$ cat config.mk
export PLATFORM = sky130hd
export DESIGN_NAME = uart_fifo_periph
export DESIGN_NICKNAME = d
export VERILOG_FILES = /design/src/rtl/uart_fifo_periph.sv
export SDC_FILE = /design/constraint.sdc
export NUM_CORES = 1
export LEC_CHECK = 0
export ABC_AREA = 1
export BUFFER_PORTS_ARGS = -buffer_cell sky130_fd_sc_hd__buf_2
export CAP_MARGIN = 10
export CORE_MARGIN = 2
export CORE_UTILIZATION = 55
export CTS_CLUSTER_DIAMETER = 50
export DETAILED_ROUTE_END_ITERATION = 8
export GPL_ROUTABILITY_DRIVEN = 1
export GPL_TIMING_DRIVEN = 0
export PLACE_DENSITY = 0.71
export SLEW_MARGIN = 5
export SYNTH_ARGS = -nofsm -noshare
export SYNTH_HDL_FRONTEND = slang
export SYNTH_SLANG_ARGS = --single-unit
export TNS_END_PERCENT = 30
$ cat constraint.sdc
create_clock -name clk -period 4.6 [get_ports clk]
set_clock_uncertainty 0.15 [all_clocks]
set_input_delay 1.38 -clock clk [delete_from_list [all_inputs] [get_ports clk]]
set_output_delay 1.38 -clock clk [all_outputs]
set_load 0.01 [all_outputs]
$ cat src/rtl/uart_fifo_periph.sv
// uart_fifo_periph: register-mapped 8N1 UART with a TX FIFO and an RX FIFO.
//
// Optional feature: define UART_IRQ_EN to add the registered irq output and a
// writable IRQEN register. Without it, irq does not exist and IRQEN reads 0x00.
//
// Ports:
//   clk       in   system clock, all logic on the rising edge
//   rst       in   synchronous active-high reset
//   uart_cs   in   access strobe, one register access per high cycle
//   R_W_n     in   1 = read, 0 = write
//   reg_addr  in   register select (0 TXDATA, 1 STATUS, 2 RXDATA, 3 DIV_LO,
//                  4 DIV_HI, 5 RXLEVEL, 6 IRQEN, 7 reads 0x00)
//   data_i    in   write data
//   data_o    out  read data, combinational from reg_addr
//   uart_rx   in   asynchronous serial input
//   uart_tx   out  serial output
//   irq       out  interrupt request (only with UART_IRQ_EN)
module uart_fifo_periph #(
  parameter int CLK_FRE    = 27,
  parameter int UART_FRE   = 115200,
  parameter int FIFO_DEPTH = 16
) (
  input  logic       clk,
  input  logic       rst,
  input  logic       uart_cs,
  input  logic       R_W_n,
  input  logic [2:0] reg_addr,
  input  logic [7:0] data_i,
  output logic [7:0] data_o,
  input  logic       uart_rx,
  output logic       uart_tx
`ifdef UART_IRQ_EN
  ,
  output logic       irq
`endif
);

  localparam int AW = (FIFO_DEPTH > 1) ? $clog2(FIFO_DEPTH) : 1;
  localparam int CW = AW + 1;
  localparam logic [15:0]   DIV_RST = 16'(CLK_FRE * 1000000 / UART_FRE);
  localparam logic [CW-1:0] DEPTH_C = CW'(FIFO_DEPTH);

  typedef enum logic [1:0] {TX_IDLE, TX_START, TX_DATA, TX_STOP} tx_state_e;
  typedef enum logic [1:0] {RX_IDLE, RX_START, RX_DATA, RX_STOP} rx_state_e;

  // Bit periods shorter than 4 clocks break the half-bit recheck on RX.
  function automatic logic [15:0] clamp_div(input logic [15:0] d);
    return (d < 16'd4) ? 16'd4 : d;
  endfunction

  // RXLEVEL is 8 bits wide; a 256-deep FIFO that is full reports 255.
  function automatic logic [7:0] sat_level(input logic [CW-1:0] c);
    if (int'(c) > 255) return 8'hFF;
    return 8'(c);
  endfunction

  // Bus decode
  logic wr_acc, rd_acc, status_wr;
  assign wr_acc    = uart_cs & ~R_W_n;
  assign rd_acc    = uart_cs &  R_W_n;
  assign status_wr = wr_acc && (reg_addr == 3'd1);

  logic [7:0]  div_lo_q, div_hi_q, txdata_q;
  logic [15:0] div_q;
  assign div_q = {div_hi_q, div_lo_q};

  logic ovr_q, fe_q, txovf_q;

  // TX FIFO
  logic [7:0]    tx_mem_q [FIFO_DEPTH];
  logic [AW-1:0] tx_wr_q, tx_rd_q;
  logic [CW-1:0] txf_cnt_q;
  logic          tx_empty, tx_full, tx_push, tx_pop, tx_ovf_set;

  assign tx_empty   = (txf_cnt_q == '0);
  assign tx_full    = (txf_cnt_q == DEPTH_C);
  assign tx_push    = wr_acc && (reg_addr == 3'd0) && !tx_full;
  assign tx_ovf_set = wr_acc && (reg_addr == 3'd0) &&  tx_full;

  always_ff @(posedge clk) begin
    if (tx_push) tx_mem_q[tx_wr_q] <= data_i;
  end

  always_ff @(posedge clk) begin
    if (rst) begin
      tx_wr_q   <= '0;
      tx_rd_q   <= '0;
      txf_cnt_q <= '0;
    end else begin
      if (tx_push) tx_wr_q <= tx_wr_q + 1'b1;
      if (tx_pop)  tx_rd_q <= tx_rd_q + 1'b1;
      case ({tx_push, tx_pop})
        2'b10:   txf_cnt_q <= txf_cnt_q + 1'b1;
        2'b01:   txf_cnt_q <= txf_cnt_q - 1'b1;
        default: txf_cnt_q <= txf_cnt_q;
      endcase
    end
  end

  // TX FSM: uart_tx is a register, so the pop cycle also drives the start bit.
  tx_state_e   tx_state_q, tx_state_d;
  logic [15:0] tx_clk_q, tx_clk_d, tx_div_q, tx_div_d;
  logic [2:0]  tx_bit_q, tx_bit_d;
  logic [7:0]  tx_shift_q, tx_shift_d;
  logic        tx_line_q, tx_line_d;

  always_comb begin
    tx_state_d = tx_state_q;
    tx_clk_d   = tx_clk_q + 16'd1;
    tx_bit_d   = tx_bit_q;
    tx_shift_d = tx_shift_q;
    tx_div_d   = tx_div_q;
    tx_line_d  = tx_line_q;
    tx_pop     = 1'b0;
    case (tx_state_q)
      TX_IDLE: begin
        tx_clk_d = '0;
        if (!tx_empty) begin
          tx_pop     = 1'b1;
          tx_shift_d = tx_mem_q[tx_rd_q];
          tx_div_d   = clamp_div(div_q);
          tx_line_d  = 1'b0;
          tx_state_d = TX_START;
        end
      end
      TX_START: begin
        if (tx_clk_q == tx_div_q - 16'd1) begin
          tx_clk_d   = '0;
          tx_bit_d   = '0;
          tx_line_d  = tx_shift_q[0];
          tx_state_d = TX_DATA;
        end
      end
      TX_DATA: begin
        if (tx_clk_q == tx_div_q - 16'd1) begin
          tx_clk_d = '0;
          if (tx_bit_q == 3'd7) begin
            tx_line_d  = 1'b1;
            tx_state_d = TX_STOP;
          end else begin
            tx_bit_d   = tx_bit_q + 3'd1;
            tx_shift_d = {1'b0, tx_shift_q[7:1]};
            tx_line_d  = tx_shift_q[1];
          end
        end
      end
      TX_STOP: begin
        if (tx_clk_q == tx_div_q - 16'd1) begin
          tx_clk_d = '0;
          // Chain straight into the next start bit when more data is waiting.
          if (!tx_empty) begin
            tx_pop     = 1'b1;
            tx_shift_d = tx_mem_q[tx_rd_q];
            tx_div_d   = clamp_div(div_q);
            tx_line_d  = 1'b0;
            tx_state_d = TX_START;
          end else begin
            tx_line_d  = 1'b1;
            tx_state_d = TX_IDLE;
          end
        end
      end
      default: tx_state_d = TX_IDLE;
    endcase
  end

  always_ff @(posedge clk) begin
    if (rst) begin
      tx_state_q <= TX_IDLE;
      tx_clk_q   <= '0;
      tx_bit_q   <= '0;
      tx_div_q   <= DIV_RST;
      tx_line_q  <= 1'b1;
    end else begin
      tx_state_q <= tx_state_d;
      tx_clk_q   <= tx_clk_d;
      tx_bit_q   <= tx_bit_d;
      tx_div_q   <= tx_div_d;
      tx_line_q  <= tx_line_d;
    end
  end

  always_ff @(posedge clk) begin
    tx_shift_q <= tx_shift_d;
  end

  assign uart_tx = tx_line_q;

  // RX synchroniser; rx_prev_q holds the previous synchronised level for edge detect.
  logic rx_s1_q, rx_s2_q, rx_prev_q;
  always_ff @(posedge clk) begin
    if (rst) begin
      rx_s1_q   <= 1'b1;
      rx_s2_q   <= 1'b1;
      rx_prev_q <= 1'b1;
    end else begin
      rx_s1_q   <= uart_rx;
      rx_s2_q   <= rx_s1_q;
      rx_prev_q <= rx_s2_q;
    end
  end

  // RX FIFO
  logic [7:0]    rx_mem_q [FIFO_DEPTH];
  logic [AW-1:0] rx_wr_q, rx_rd_q;
  logic [CW-1:0] rxf_cnt_q;
  logic          rx_empty, rx_full, rx_good, rx_fe_set, rx_push, rx_pop, rx_ovr_set;

  assign rx_empty   = (rxf_cnt_q == '0);
  assign rx_full    = (rxf_cnt_q == DEPTH_C);
  assign rx_push    = rx_good & ~rx_full;
  assign rx_ovr_set = rx_good &  rx_full;
  assign rx_pop     = rd_acc && (reg_addr == 3'd2) && !rx_empty;

  // RX FSM
  rx_state_e   rx_state_q, rx_state_d;
  logic [15:0] rx_clk_q, rx_clk_d, rx_div_q, rx_div_d;
  logic [2:0]  rx_bit_q, rx_bit_d;
  logic [7:0]  rx_shift_q, rx_shift_d;

  always_comb begin
    rx_state_d = rx_state_q;
    rx_clk_d   = rx_clk_q + 16'd1;
    rx_bit_d   = rx_bit_q;
    rx_shift_d = rx_shift_q;
    rx_div_d   = rx_div_q;
    rx_good    = 1'b0;
    rx_fe_set  = 1'b0;
    case (rx_state_q)
      RX_IDLE: begin
        rx_clk_d = '0;
        if (rx_prev_q && !rx_s2_q) begin
          rx_div_d   = clamp_div(div_q);
          rx_state_d = RX_START;
        end
      end
      RX_START: begin
        // Mid start bit: a line already back high was a glitch.
        if (rx_clk_q == (rx_div_q >> 1) - 16'd1) begin
          rx_clk_d   = '0;
          rx_bit_d   = '0;
          rx_state_d = rx_s2_q ? RX_IDLE : RX_DATA;
        end
      end
      RX_DATA: begin
        if (rx_clk_q == rx_div_q - 16'd1) begin
          rx_clk_d   = '0;
          rx_shift_d = {rx_s2_q, rx_shift_q[7:1]};
          if (rx_bit_q == 3'd7) rx_state_d = RX_STOP;
          else                  rx_bit_d   = rx_bit_q + 3'd1;
        end
      end
      RX_STOP: begin
        if (rx_clk_q == rx_div_q - 16'd1) begin
          rx_clk_d   = '0;
          rx_good    = rx_s2_q;
          rx_fe_set  = ~rx_s2_q;
          rx_state_d = RX_IDLE;
        end
      end
      default: rx_state_d = RX_IDLE;
    endcase
  end

  always_ff @(posedge clk) begin
    if (rst) begin
      rx_state_q <= RX_IDLE;
      rx_clk_q   <= '0;
      rx_bit_q   <= '0;
      rx_div_q   <= DIV_RST;
    end else begin
      rx_state_q <= rx_state_d;
      rx_clk_q   <= rx_clk_d;
      rx_bit_q   <= rx_bit_d;
      rx_div_q   <= rx_div_d;
    end
  end

  always_ff @(posedge clk) begin
    rx_shift_q <= rx_shift_d;
    if (rx_push) rx_mem_q[rx_wr_q] <= rx_shift_q;
  end

  always_ff @(posedge clk) begin
    if (rst) begin
      rx_wr_q   <= '0;
      rx_rd_q   <= '0;
      rxf_cnt_q <= '0;
    end else begin
      if (rx_push) rx_wr_q <= rx_wr_q + 1'b1;
      if (rx_pop)  rx_rd_q <= rx_rd_q + 1'b1;
      case ({rx_push, rx_pop})
        2'b10:   rxf_cnt_q <= rxf_cnt_q + 1'b1;
        2'b01:   rxf_cnt_q <= rxf_cnt_q - 1'b1;
        default: rxf_cnt_q <= rxf_cnt_q;
      endcase
    end
  end

  // Configuration registers and sticky status; a new event wins over a clear.
  always_ff @(posedge clk) begin
    if (rst) begin
      div_lo_q <= DIV_RST[7:0];
      div_hi_q <= DIV_RST[15:8];
      txdata_q <= 8'h00;
      ovr_q    <= 1'b0;
      fe_q     <= 1'b0;
      txovf_q  <= 1'b0;
    end else begin
      if (wr_acc && reg_addr == 3'd3) div_lo_q <= data_i;
      if (wr_acc && reg_addr == 3'd4) div_hi_q <= data_i;
      if (tx_push) txdata_q <= data_i;
      ovr_q   <= rx_ovr_set | (ovr_q   & ~(status_wr & data_i[3]));
      fe_q    <= rx_fe_set  | (fe_q    & ~(status_wr & data_i[4]));
      txovf_q <= tx_ovf_set | (txovf_q & ~(status_wr & data_i[5]));
    end
  end

  logic [7:0] irqen_rd;
`ifdef UART_IRQ_EN
  logic [7:0] irqen_q;
  logic       irq_q;
  always_ff @(posedge clk) begin
    if (rst) begin
      irqen_q <= 8'h00;
      irq_q   <= 1'b0;
    end else begin
      if (wr_acc && reg_addr == 3'd6) irqen_q <= data_i;
      irq_q <= (irqen_q[0] & ~rx_empty) | (irqen_q[1] & tx_empty) |
               (irqen_q[2] & (ovr_q | fe_q | txovf_q));
    end
  end
  assign irqen_rd = irqen_q;
  assign irq      = irq_q;
`else
  assign irqen_rd = 8'h00;
`endif

  logic [7:0] status;
  assign status = {2'b00, txovf_q, fe_q, ovr_q,
                   (tx_empty && tx_state_q == TX_IDLE), ~rx_empty, ~tx_full};

  always_comb begin
    data_o = 8'h00;
    case (reg_addr)
      3'd0:    data_o = txdata_q;
      3'd1:    data_o = status;
      3'd2:    data_o = rx_mem_q[rx_rd_q];
      3'd3:    data_o = div_lo_q;
      3'd4:    data_o = div_hi_q;
      3'd5:    data_o = sat_level(rxf_cnt_q);
      3'd6:    data_o = irqen_rd;
      default: data_o = 8'h00;
    endcase
  end

endmodule
==> results of run 1 <==
-- worst min path at each step --
stage               slack [ns]  endpoint     from
floorplan                 0.24   rx_s2_q  rx_s1_q
global placement          0.24   rx_s2_q  rx_s1_q
detailed placement        0.24   rx_s2_q  rx_s1_q
CTS                       0.27   rx_s2_q  rx_s1_q
global route              0.28   rx_s2_q  rx_s1_q
finish                    0.26   rx_s2_q  rx_s1_q
-- power groups by stage --
| stage | sequential, mW | combinational [mW] | clock (mW) |
|---|---|---|---|
| after floorplan | 4.29 | 1.51 | 0 |
| after global placement | 4.32 | 2.01 | 0 |
| after detailed placement | 4.33 | 2.07 | 0 |
| after CTS | 4.25 | 2.08 | 3.53 |
| after global routing | 4.27 | 2.38 | 3.68 |
| final | 4.25 | 2.10 | 3.48 |
-- sequential cells by signal (all words and copies together), names as in the netlist, 8 cells and up, named ones only --
signal / cells
tx_div_q: 16
rx_clk_q: 16
txdata_q: 8
rx_mem_q: 128
tx_shift_q: 8
tx_mem_q: 128
rx_div_q: 16
div_lo_q: 8
tx_clk_q: 16
div_hi_q: 8
rx_shift_q: 8
-- worst register-to-register path: cells and delay by family (launching register included) --
family,cells,cell delay (ns)
xor+xnor,2,0.35
compound gates,6,0.76
simple gates,9,1.15
fa+ha+maj,3,0.99
buf+inv,3,0.33
flops,1,0.34
-- synthesized netlist by cell type (12+ instances only) --
cell / n
sky130_fd_sc_hd__nand3_1: 65
sky130_fd_sc_hd__ha_1: 32
sky130_fd_sc_hd__o211ai_1: 22
sky130_fd_sc_hd__dfxtp_1: 139
sky130_fd_sc_hd__a21oi_1: 85
sky130_fd_sc_hd__inv_1: 151
sky130_fd_sc_hd__o21ai_0: 218
sky130_fd_sc_hd__clkbuf_1: 69
sky130_fd_sc_hd__o221ai_1: 31
sky130_fd_sc_hd__nor2_1: 305
sky130_fd_sc_hd__edfxtp_1: 272
sky130_fd_sc_hd__nand2_1: 230
sky130_fd_sc_hd__xor2_1: 55
sky130_fd_sc_hd__o22ai_1: 38
sky130_fd_sc_hd__nor3_1: 17
sky130_fd_sc_hd__nor2_2: 12
sky130_fd_sc_hd__xnor2_1: 24
sky130_fd_sc_hd__nand4_1: 18
-- logic make-up (layout without fill, tap and decap cells) --
group | count (synthesis) | after routing | synth area share (%)
buffers and inverters | 242 | 343 | 5.07
flip-flops | 411 | 411 | 59.1
AO/OA/AOI/OAI | 424 | 424 | 13.1
AND/OR/NAND/NOR | 707 | 707 | 16.6
XOR/XNOR | 80 | 80 | 3.82
adder cells (fa/ha/maj) | 33 | 33 | 2.27
-- timing repair --
item,CTS,global route
endpoints found under the setup margin,0,8
endpoints found under the hold margin,0,0
resized for setup,0,5
-- area by class of cell --
| cell class | count | area [um^2] |
|---|---|---|
| fill | 2768 | 12700 |
| sequential | 411 | 11000 |
| multi-input combinational | 1244 | 6650 |
| clock buffer | 61 | 1230 |
| inverter | 164 | 622 |
| tap | 448 | 561 |
| buffer | 77 | 317 |
| clock inverter | 19 | 200 |
| timing repair buffer | 22 | 110 |
-- layout by cell type, fill, tap and decap left out, drive strengths merged, types with 2 or more instances in the layout --
master    count
edfxtp      272
xor2         56
nor3b        10
nand3b        6
nor3         19
and3          3
inv         163
clkinv       14
o22ai        38
bufinv        3
a31oi         2
o211ai       22
a21oi        86
o221ai       31
nor2        321
clkinvlp      3
nand4        19
nor4          9
nand3        68
o2111ai       3
o31ai         2
a211oi        4
a22oi         5
ha           32
nor4b         2
a221oi        2
buf          30
o21ai       220
xnor2        24
a21o          2
nand2       238
clkbuf      130
or2           9
a32o          4
dfxtp       139
-- per-layer routing --
metal | up-vias | share of wire (%) | track usage, %
met4 | 2 | 3.1 | 9.69
met1 | 6640 | 43 | 35.4
met3 | 102 | 7.3 | 4.30
met2 | 532 | 46 | 42.5
met5 | - | 0.028 | 0
li1 | 6736 | - | -
==> run summary, run 1 <==
Total leakage power: 7.54 nW
Number of instances in the synthesized netlist: 1897
Part of the cycle the worst path needs: 96.7%
End point of the critical path: data_o[5]
Fin crit period: 4.45 ns
Power, Total: 9.84 mW
Total instance count after detailed placement: 2367
Switching Fraction: 30.5%
Critical path, cell by cell: clkbuf_1 > nor3_1 > a22oi_1 > o2111ai_1 > buf_2
Power density cells: 477 mW/mm^2
Area post-placement: 0.0192 mm^2
Capturing point of the worst reg2reg path: rxf_cnt_q[4]
Floorplan row count: 67
Largest fanout of any net on the critical path: 7
Largest delay share family, worst path: simple AND/OR/NAND/NOR gates
Most common flop cell mapped by yosys: sky130_fd_sc_hd__edfxtp_1
Die outline width: 188 um
Cell taking the most area after synthesis: sky130_fd_sc_hd__edfxtp_1
Antenna Diode Count: 0
Depth of the critical timing path with buffers and inverters included: 5
Number of synthesis warnings: 0
Global-route usage over all layers: 26.1%
Outcome: complete, no violations
Clock share of power: 35.4%
Proportion of layout cells with a drive suffix above 1: 7.61%
Total grt overflow: 0
Critical register-to-register path startpoint: rx_div_q[1]
Detailed Place HPWL: 31900 um
Synthesized Nets: 1946
Worst slew margin: 20.0%
Crit path largest cell delay: 0.71 ns
IO buf count: 22
CTS hold repair buffers: 0
Core Region: 0.0334 mm^2
Fin nets: 2014
Clk root buf: sky130_fd_sc_hd__clkbuf_16
Max-cap viol count: 0
Longest Clk Path Bufs: 3
Required time of the critical path: 3.07 ns
Kind of start point of the critical path: input port
Slew @ Worst Pin: 1.20 ns
Final hold slack: 0.263 ns
CTS tree: done
Worst R2R Path Depth: 23
Clock-pin slew on the worst setup and hold paths: 0.05 ns
Full die area: 0.0352 mm^2
Worst-case register-to-register setup slack: 0.42 ns
Post-placement worst setup slack: 0.136 ns
Wire length after detailed routing: 45700 um
Power spent charging and discharging nets: 3.00 mW
Unique masters post-synth: 58
Post-synthesis area per instance: 9.77 um^2
Count of final setup violators: 0
Maximum resistive drop on vdd: 0.309 mV
Height of the chip: 188 um
Largest net degree at the start of global routing: 20
Setup slack of the critical path after layout: 0.154 ns
Timing-limited maximum frequency: 225 MHz
Total Negative Setup Slacks: 0 ns
Type of element capturing the critical path: output pin
Final weighted congestion in routability-driven placement: 0.927
Area growth from synthesis to final layout: 11.4%
Count of buffer and inverter cells on the critical path: 2
Design Area, Final: 0.0206 mm^2
Final hold viol count: 0
Final routed wire length divided by cell count: 18.7 um
Classification of the worst setup path: in2out
Data arrival at the endpoint of the critical path: 2.92 ns
Area contributors post-synth: sky130_fd_sc_hd__edfxtp_1, sky130_fd_sc_hd__dfxtp_1, sky130_fd_sc_hd__nor2_1
Drt drc: 0
RSZ-0062 raised after global routing: false
Hold Crit Depth: 1
Type of the worst min-delay path: reg2reg
Post-synthesis sequential area ratio: 59.1%
Clock latency on the worst-skew pair: 0.55 ns
Number of DRC markers after the initial detailed-route iteration: 1235
Number of enable-type register cells in the synthesized netlist: 272
Async SR Flop Fraction: 0%
Critical-path cell with the highest stage delay: sky130_fd_sc_hd__nor3_1
Global-route wire length before repair: 72700 um
Via count of the first global-routing pass: 13800
Number of setup buffers added after CTS: 0
Clock sinks: 411
Antenna violations before repair: 1
Number of H-tree levels: 2
Source of the critical timing path: reg_addr[2]
Via density per instance: 5.73
Share of power burned in registers: 43.2%
Effective utilization at floorplan: 55.5%
Routed Antenna Nets: 0
Final Max Slew Viols: 0
Design internal power: 6.84 mW
Yosys reg bits: 411
TritonCTS buffer count: 45
Number of primary I/O pins: 25
Final Core Density: 61.8%
Synth top area share: 44.1%
Count of TritonRoute iterations in the first routing pass: 5
Summed instance area of the synthesized netlist: 0.0185 mm^2
Vias: 14000
Number of standard cells in the layout, taps in and fillers out: 2446
Fraction of power consumed by combinational cells: 21.4%
Note: power is estimated with default switching activity, not from simulation.
==> run 2: changes to the inputs <==
--- a/config.mk
+++ b/config.mk
@@ -6,15 +6,14 @@
 export NUM_CORES = 1
 export LEC_CHECK = 0
 export ABC_AREA = 1
-export BUFFER_PORTS_ARGS = -buffer_cell sky130_fd_sc_hd__buf_2
+export BUFFER_PORTS_ARGS = -buffer_cell sky130_fd_sc_hd__buf_4
 export CAP_MARGIN = 10
 export CORE_MARGIN = 2
-export CORE_UTILIZATION = 55
+export CORE_UTILIZATION = 38
 export CTS_CLUSTER_DIAMETER = 50
 export DETAILED_ROUTE_END_ITERATION = 8
 export GPL_ROUTABILITY_DRIVEN = 1
 export GPL_TIMING_DRIVEN = 0
-export PLACE_DENSITY = 0.71
 export SLEW_MARGIN = 5
 export SYNTH_ARGS = -nofsm -noshare
 export SYNTH_HDL_FRONTEND = slang
==> run summary, run 2 (same netlist as run 1, synthesis figures left out) <==
Effective utilization at floorplan: 38.6%
Power, Total: 10.3 mW
Final Core Density: 44.1%
Wire length the detailed router placed on met1: 21800 um
Timing-limited maximum frequency: 221 MHz
Routed wl met2: 21500 um
Count of TritonRoute iterations in the first routing pass: 6
Core Region: 0.0479 mm^2
Total grt overflow: 0
Vias: 14000
Slew @ Worst Pin: 1.14 ns
Met3 routed WL: 3060 um
Final weighted congestion in routability-driven placement: 0.867
Final hold viol count: 0
Worst slew margin: 24.0%
Number of H-tree levels: 2
Power density cells: 488 mW/mm^2
TritonCTS buffer count: 48
CTS tree: done
Number of gates resized after cts: 3
RSZ-0062 raised after global routing: true
Total leakage power: 7.68 nW
Full die area: 0.0505 mm^2
Critical register-to-register path startpoint: rx_div_q[1]
Via count of the first global-routing pass: 13300
Detailed Place HPWL: 33100 um
Type of element capturing the critical path: output pin
Floorplan row count: 80
Antenna violations before repair: 1
Longest Clk Path Bufs: 3
Wire length after detailed routing: 47900 um
Kind of start point of the critical path: flop
Final routed wire length divided by cell count: 18.2 um
Max-cap viol count: 0
Number of setup buffers added after CTS: 0
Clock-pin slew on the worst setup and hold paths: 0.06 ns
Clock sinks: 411
Area growth from synthesis to final layout: 14.0%
Die outline width: 225 um
Routed Antenna Nets: 0
Fin crit period: 4.53 ns
Number of primary I/O pins: 25
Via density per instance: 5.32
Type of the worst min-delay path: reg2reg
Clk root buf: sky130_fd_sc_hd__clkbuf_16
Proportion of layout cells with a drive suffix above 1: 8.36%
Final Max Slew Viols: 0
Count of final setup violators: 0
Global-route usage over all layers: 18.8%
Most used cells in the layout excluding fill and tap cells: sky130_fd_sc_hd__nor2_1, sky130_fd_sc_hd__edfxtp_1, sky130_fd_sc_hd__nand2_1
Most common cell after layout, fill and taps aside: sky130_fd_sc_hd__nor2_1
Height of the chip: 225 um
Largest net degree at the start of global routing: 20
IO buf count: 22
Part of the cycle the worst path needs: 98.6%
Largest fanout of any net on the critical path: 10
Fin nets: 2018
Classification of the worst setup path: reg2out
Fillers: 4492
Maximum resistive drop on vdd: 0.297 mV
CTS hold repair buffers: 0
Required time of the critical path: 3.07 ns
Clock latency on the worst-skew pair: 0.58 ns
Largest registers in the final layout: rx_mem_q: 128 flops, tx_mem_q: 128 flops
Drt drc: 0
Outcome: complete, no violations
Number of DRC markers after the initial detailed-route iteration: 1284
Global-route wire length before repair: 73900 um
Data arrival at the endpoint of the critical path: 3.00 ns
Top Metal Used: met4
HP Start: rx_s1_q
run 2: changes by cell type in the layout (fill, tap and decap cells not counted), sizes merged:
cell and change:
clkinvlp -2, diode +1, clkbuf +1, bufinv +3, inv +3, clkinv +6
run 2: routing by layer:
layer,GRT usage [%],vias up
met1,26.4,6670
met5,0,-
li1,-,6743
met2,29.5,452
met4,7.35,0
met3,2.83,89
run 2: final cells by class:
cell class | instances | area, um^2 | area share (%)
Antenna cell | 1 | 2.50 | 0.0118
Buffer | 78 | 324 | 1.53
Clock buffer | 61 | 1300 | 6.17
Clock inverter | 29 | 343 | 1.62
Inverter | 164 | 622 | 2.94
Multi-Input combinational cell | 1244 | 6650 | 31.5
Sequential cell | 411 | 11000 | 51.8
Tap cell | 615 | 769 | 3.64
Timing Repair Buffer | 22 | 165 | 0.782
run 2: path summary, 6_finish.rpt:
path | slack [ns] | depth (start not counted) | to
worst max-delay path | 0.07 | 10 | data_o[2]
worst min-delay path | 0.26 | 1 | rx_s2_q
worst max register to register | 0.37 | 23 | rxf_cnt_q[4]
worst min register to register | 0.26 | 1 | rx_s2_q
run 2: through the flow:
stage	worst slack (ns)	hold slack [ns]	instances	setup TNS, ns	area, um^2
final	0.0663	0.259	2625	0	21100
after floorplan	0.646	0.239	1897	0	18500
after detailed placement	0.0579	0.246	2534	0	19500
after CTS	0.0274	0.260	2624	0	21100
after global routing	-0.0856	0.271	2625	-0.116	21100
after global placement	0.0734	0.243	2534	0	19500
run 2: critical path: stages, from the launching register on:
cell	delay (ns)
sky130_fd_sc_hd__dfxtp_1	0.31
sky130_fd_sc_hd__clkbuf_2	0.20
sky130_fd_sc_hd__inv_2	0.20
sky130_fd_sc_hd__clkbuf_1	0.46
sky130_fd_sc_hd__o21ai_0	0.17
sky130_fd_sc_hd__o22ai_1	0.23
sky130_fd_sc_hd__nand2_1	0.09
sky130_fd_sc_hd__nand3_1	0.21
sky130_fd_sc_hd__nand3_1	0.15
sky130_fd_sc_hd__o2111ai_1	0.20
sky130_fd_sc_hd__buf_4	0.19
run 2: where the power goes:
| group | switching, mW | total (mW) | internal, mW |
|---|---|---|---|
| Combinational | 1.44 | 2.12 | 0.684 |
| Clock | 1.57 | 3.94 | 2.37 |
| Sequential | 0.139 | 4.25 | 4.11 |
| Total | 3.14 | 10.3 | 7.17 |
==> run 3: changes to the inputs <==
--- a/config.mk
+++ b/config.mk
@@ -13,7 +13,7 @@
 export CTS_CLUSTER_DIAMETER = 50
 export DETAILED_ROUTE_END_ITERATION = 8
 export GPL_ROUTABILITY_DRIVEN = 1
-export GPL_TIMING_DRIVEN = 0
+export GPL_TIMING_DRIVEN = 1
 export SLEW_MARGIN = 5
 export SYNTH_ARGS = -nofsm -noshare
 export SYNTH_HDL_FRONTEND = slang
==> constraint.sdc (replaced) <==
create_clock -name clk -period 4.6 [get_ports clk]
set_clock_uncertainty 0.15 [all_clocks]
set_input_delay 0.46 -clock clk [delete_from_list [all_inputs] [get_ports clk]]
set_output_delay 0.46 -clock clk [all_outputs]
set_load 0.01 [all_outputs]
==> run summary, run 3 (same netlist as run 1, synthesis figures left out) <==
Worst slew margin: 30.1%
Number of setup buffers added after CTS: 0
Drt drc: 0
Classification of the worst setup path: reg2reg
Largest fanout of any net on the critical path: 6
Via density per instance: 5.22
Power density cells: 487 mW/mm^2
CTS tree: done
Final hold slack: 0.0695 ns
Final Core Density: 43.7%
Antenna violations before repair: 0
Total Negative Setup Slacks: 0 ns
Largest registers in the final layout: rx_mem_q: 128 flops, tx_mem_q: 128 flops
Die outline width: 225 um
Wire length after detailed routing: 45100 um
Floorplan row count: 80
Full die area: 0.0505 mm^2
Power, Total: 10.2 mW
Clock latency on the worst-skew pair: 0.61 ns
Core Region: 0.0479 mm^2
Number of DRC markers after the initial detailed-route iteration: 1102
Fin crit period: 4.12 ns
Proportion of layout cells with a drive suffix above 1: 8.98%
Detailed Place HPWL: 29400 um
Final hold viol count: 0
Outcome: complete, no violations
Most used cells in the layout excluding fill and tap cells: sky130_fd_sc_hd__nor2_1, sky130_fd_sc_hd__edfxtp_1, sky130_fd_sc_hd__nand2_1
Total leakage power: 7.63 nW
Largest net degree at the start of global routing: 65
Clock-pin slew on the worst setup and hold paths: 0.06 ns
Max-cap viol count: 0
Kind of start point of the critical path: flop
Routed Antenna Nets: 0
Data arrival at the endpoint of the critical path: 4.45 ns
Antenna Diode Count: 0
Number of H-tree levels: 2
Via count of the first global-routing pass: 13200
Number of primary I/O pins: 25
Clock sinks: 411
Height of the chip: 225 um
Final Max Slew Viols: 0
Longest Clk Path Bufs: 3
Final weighted congestion in routability-driven placement: 0.860
Global-route usage over all layers: 18.0%
Type of the worst min-delay path: in2reg
Global-route wire length before repair: 72000 um
Effective utilization at floorplan: 38.6%
Timing-limited maximum frequency: 243 MHz
Vias: 13400
Required time of the critical path: 4.93 ns
IO buf count: 24
Total grt overflow: 0
Fin nets: 1957
Final routed wire length divided by cell count: 17.6 um
Number of gates resized after cts: 0
Type of element capturing the critical path: flop
Count of final setup violators: 0
Count of TritonRoute iterations in the first routing pass: 5
Most common cell after layout, fill and taps aside: sky130_fd_sc_hd__nor2_1
CTS hold repair buffers: 1
RSZ-0062 raised after global routing: false
Area growth from synthesis to final layout: 13.0%
Clk root buf: sky130_fd_sc_hd__clkbuf_16
TritonCTS buffer count: 48
Slew @ Worst Pin: 1.05 ns
Maximum resistive drop on vdd: 0.302 mV
Part of the cycle the worst path needs: 89.6%
## run 3: layout make-up
class                      instances  area (um^2)
fill                            4477        27000
clock buffer                      57         1290
timing repair buffer              39          295
clock inverter                    33          377
multi-input combinational       1244         6640
sequential                       411        11000
inverter                         164          622
tap                              615          769
## run 3: per-stage QoR
step,setup slack (ns),cells,area (um^2)
after global placement,0.523,2472,19300
after global routing,0.0346,2563,20900
after CTS,0.472,2563,20900
after detailed placement,0.501,2472,19300
final,0.478,2563,20900
after floorplan,0.983,1897,18500
## run 3: worst max-delay path, stage by stage (launching register included)
cell and delay (ns):
sky130_fd_sc_hd__dfxtp_1 0.33, sky130_fd_sc_hd__inv_1 0.14, sky130_fd_sc_hd__ha_1 0.27, sky130_fd_sc_hd__nand3_2 0.14, sky130_fd_sc_hd__inv_2 0.10, sky130_fd_sc_hd__nand2_2 0.06, sky130_fd_sc_hd__nor2_2 0.17, sky130_fd_sc_hd__nand2_2 0.08
sky130_fd_sc_hd__xor2_2 0.14, sky130_fd_sc_hd__xor2_1 0.19, sky130_fd_sc_hd__nand2_1 0.07, sky130_fd_sc_hd__nor2_1 0.11, sky130_fd_sc_hd__nand4_2 0.21, sky130_fd_sc_hd__nor2_4 0.18, sky130_fd_sc_hd__nand2_4 0.09, sky130_fd_sc_hd__ha_1 0.29
sky130_fd_sc_hd__fa_1 0.43, sky130_fd_sc_hd__a21o_1 0.19, sky130_fd_sc_hd__a21oi_1 0.13, sky130_fd_sc_hd__inv_1 0.07, sky130_fd_sc_hd__a21oi_1 0.10, sky130_fd_sc_hd__o21ai_0 0.11, sky130_fd_sc_hd__o21ai_0 0.16, sky130_fd_sc_hd__a21oi_1 0.05
## run 3: path summary, 6_finish.rpt
check | endpoint | slack, ns | start | cells past startpoint
setup / recovery | rxf_cnt_q[4] | 0.48 | rx_div_q[1] | 23
hold / removal | tx_mem_q[14][4] | 0.07 | data_i[4] | 1
setup reg to reg | rxf_cnt_q[4] | 0.48 | rx_div_q[1] | 23
hold reg to reg | rx_s2_q | 0.27 | rx_s1_q | 1
## run 3: power by group
| group | total [mW] | switching, mW | internal [mW] |
|---|---|---|---|
| registers | 4.25 | 0.134 | 4.11 |
| logic | 2.01 | 1.37 | 0.643 |
| clock network | 3.94 | 1.62 | 2.32 |
## run 3: layer usage
metal	vias to the layer above	share of wire (%)	global-route usage [%]
met2	337	46	29.2
met5	-	0	0
met3	83	5.1	2.65
met1	6359	46	24.7
met4	0	2.8	6.54
li1	6612	-	-
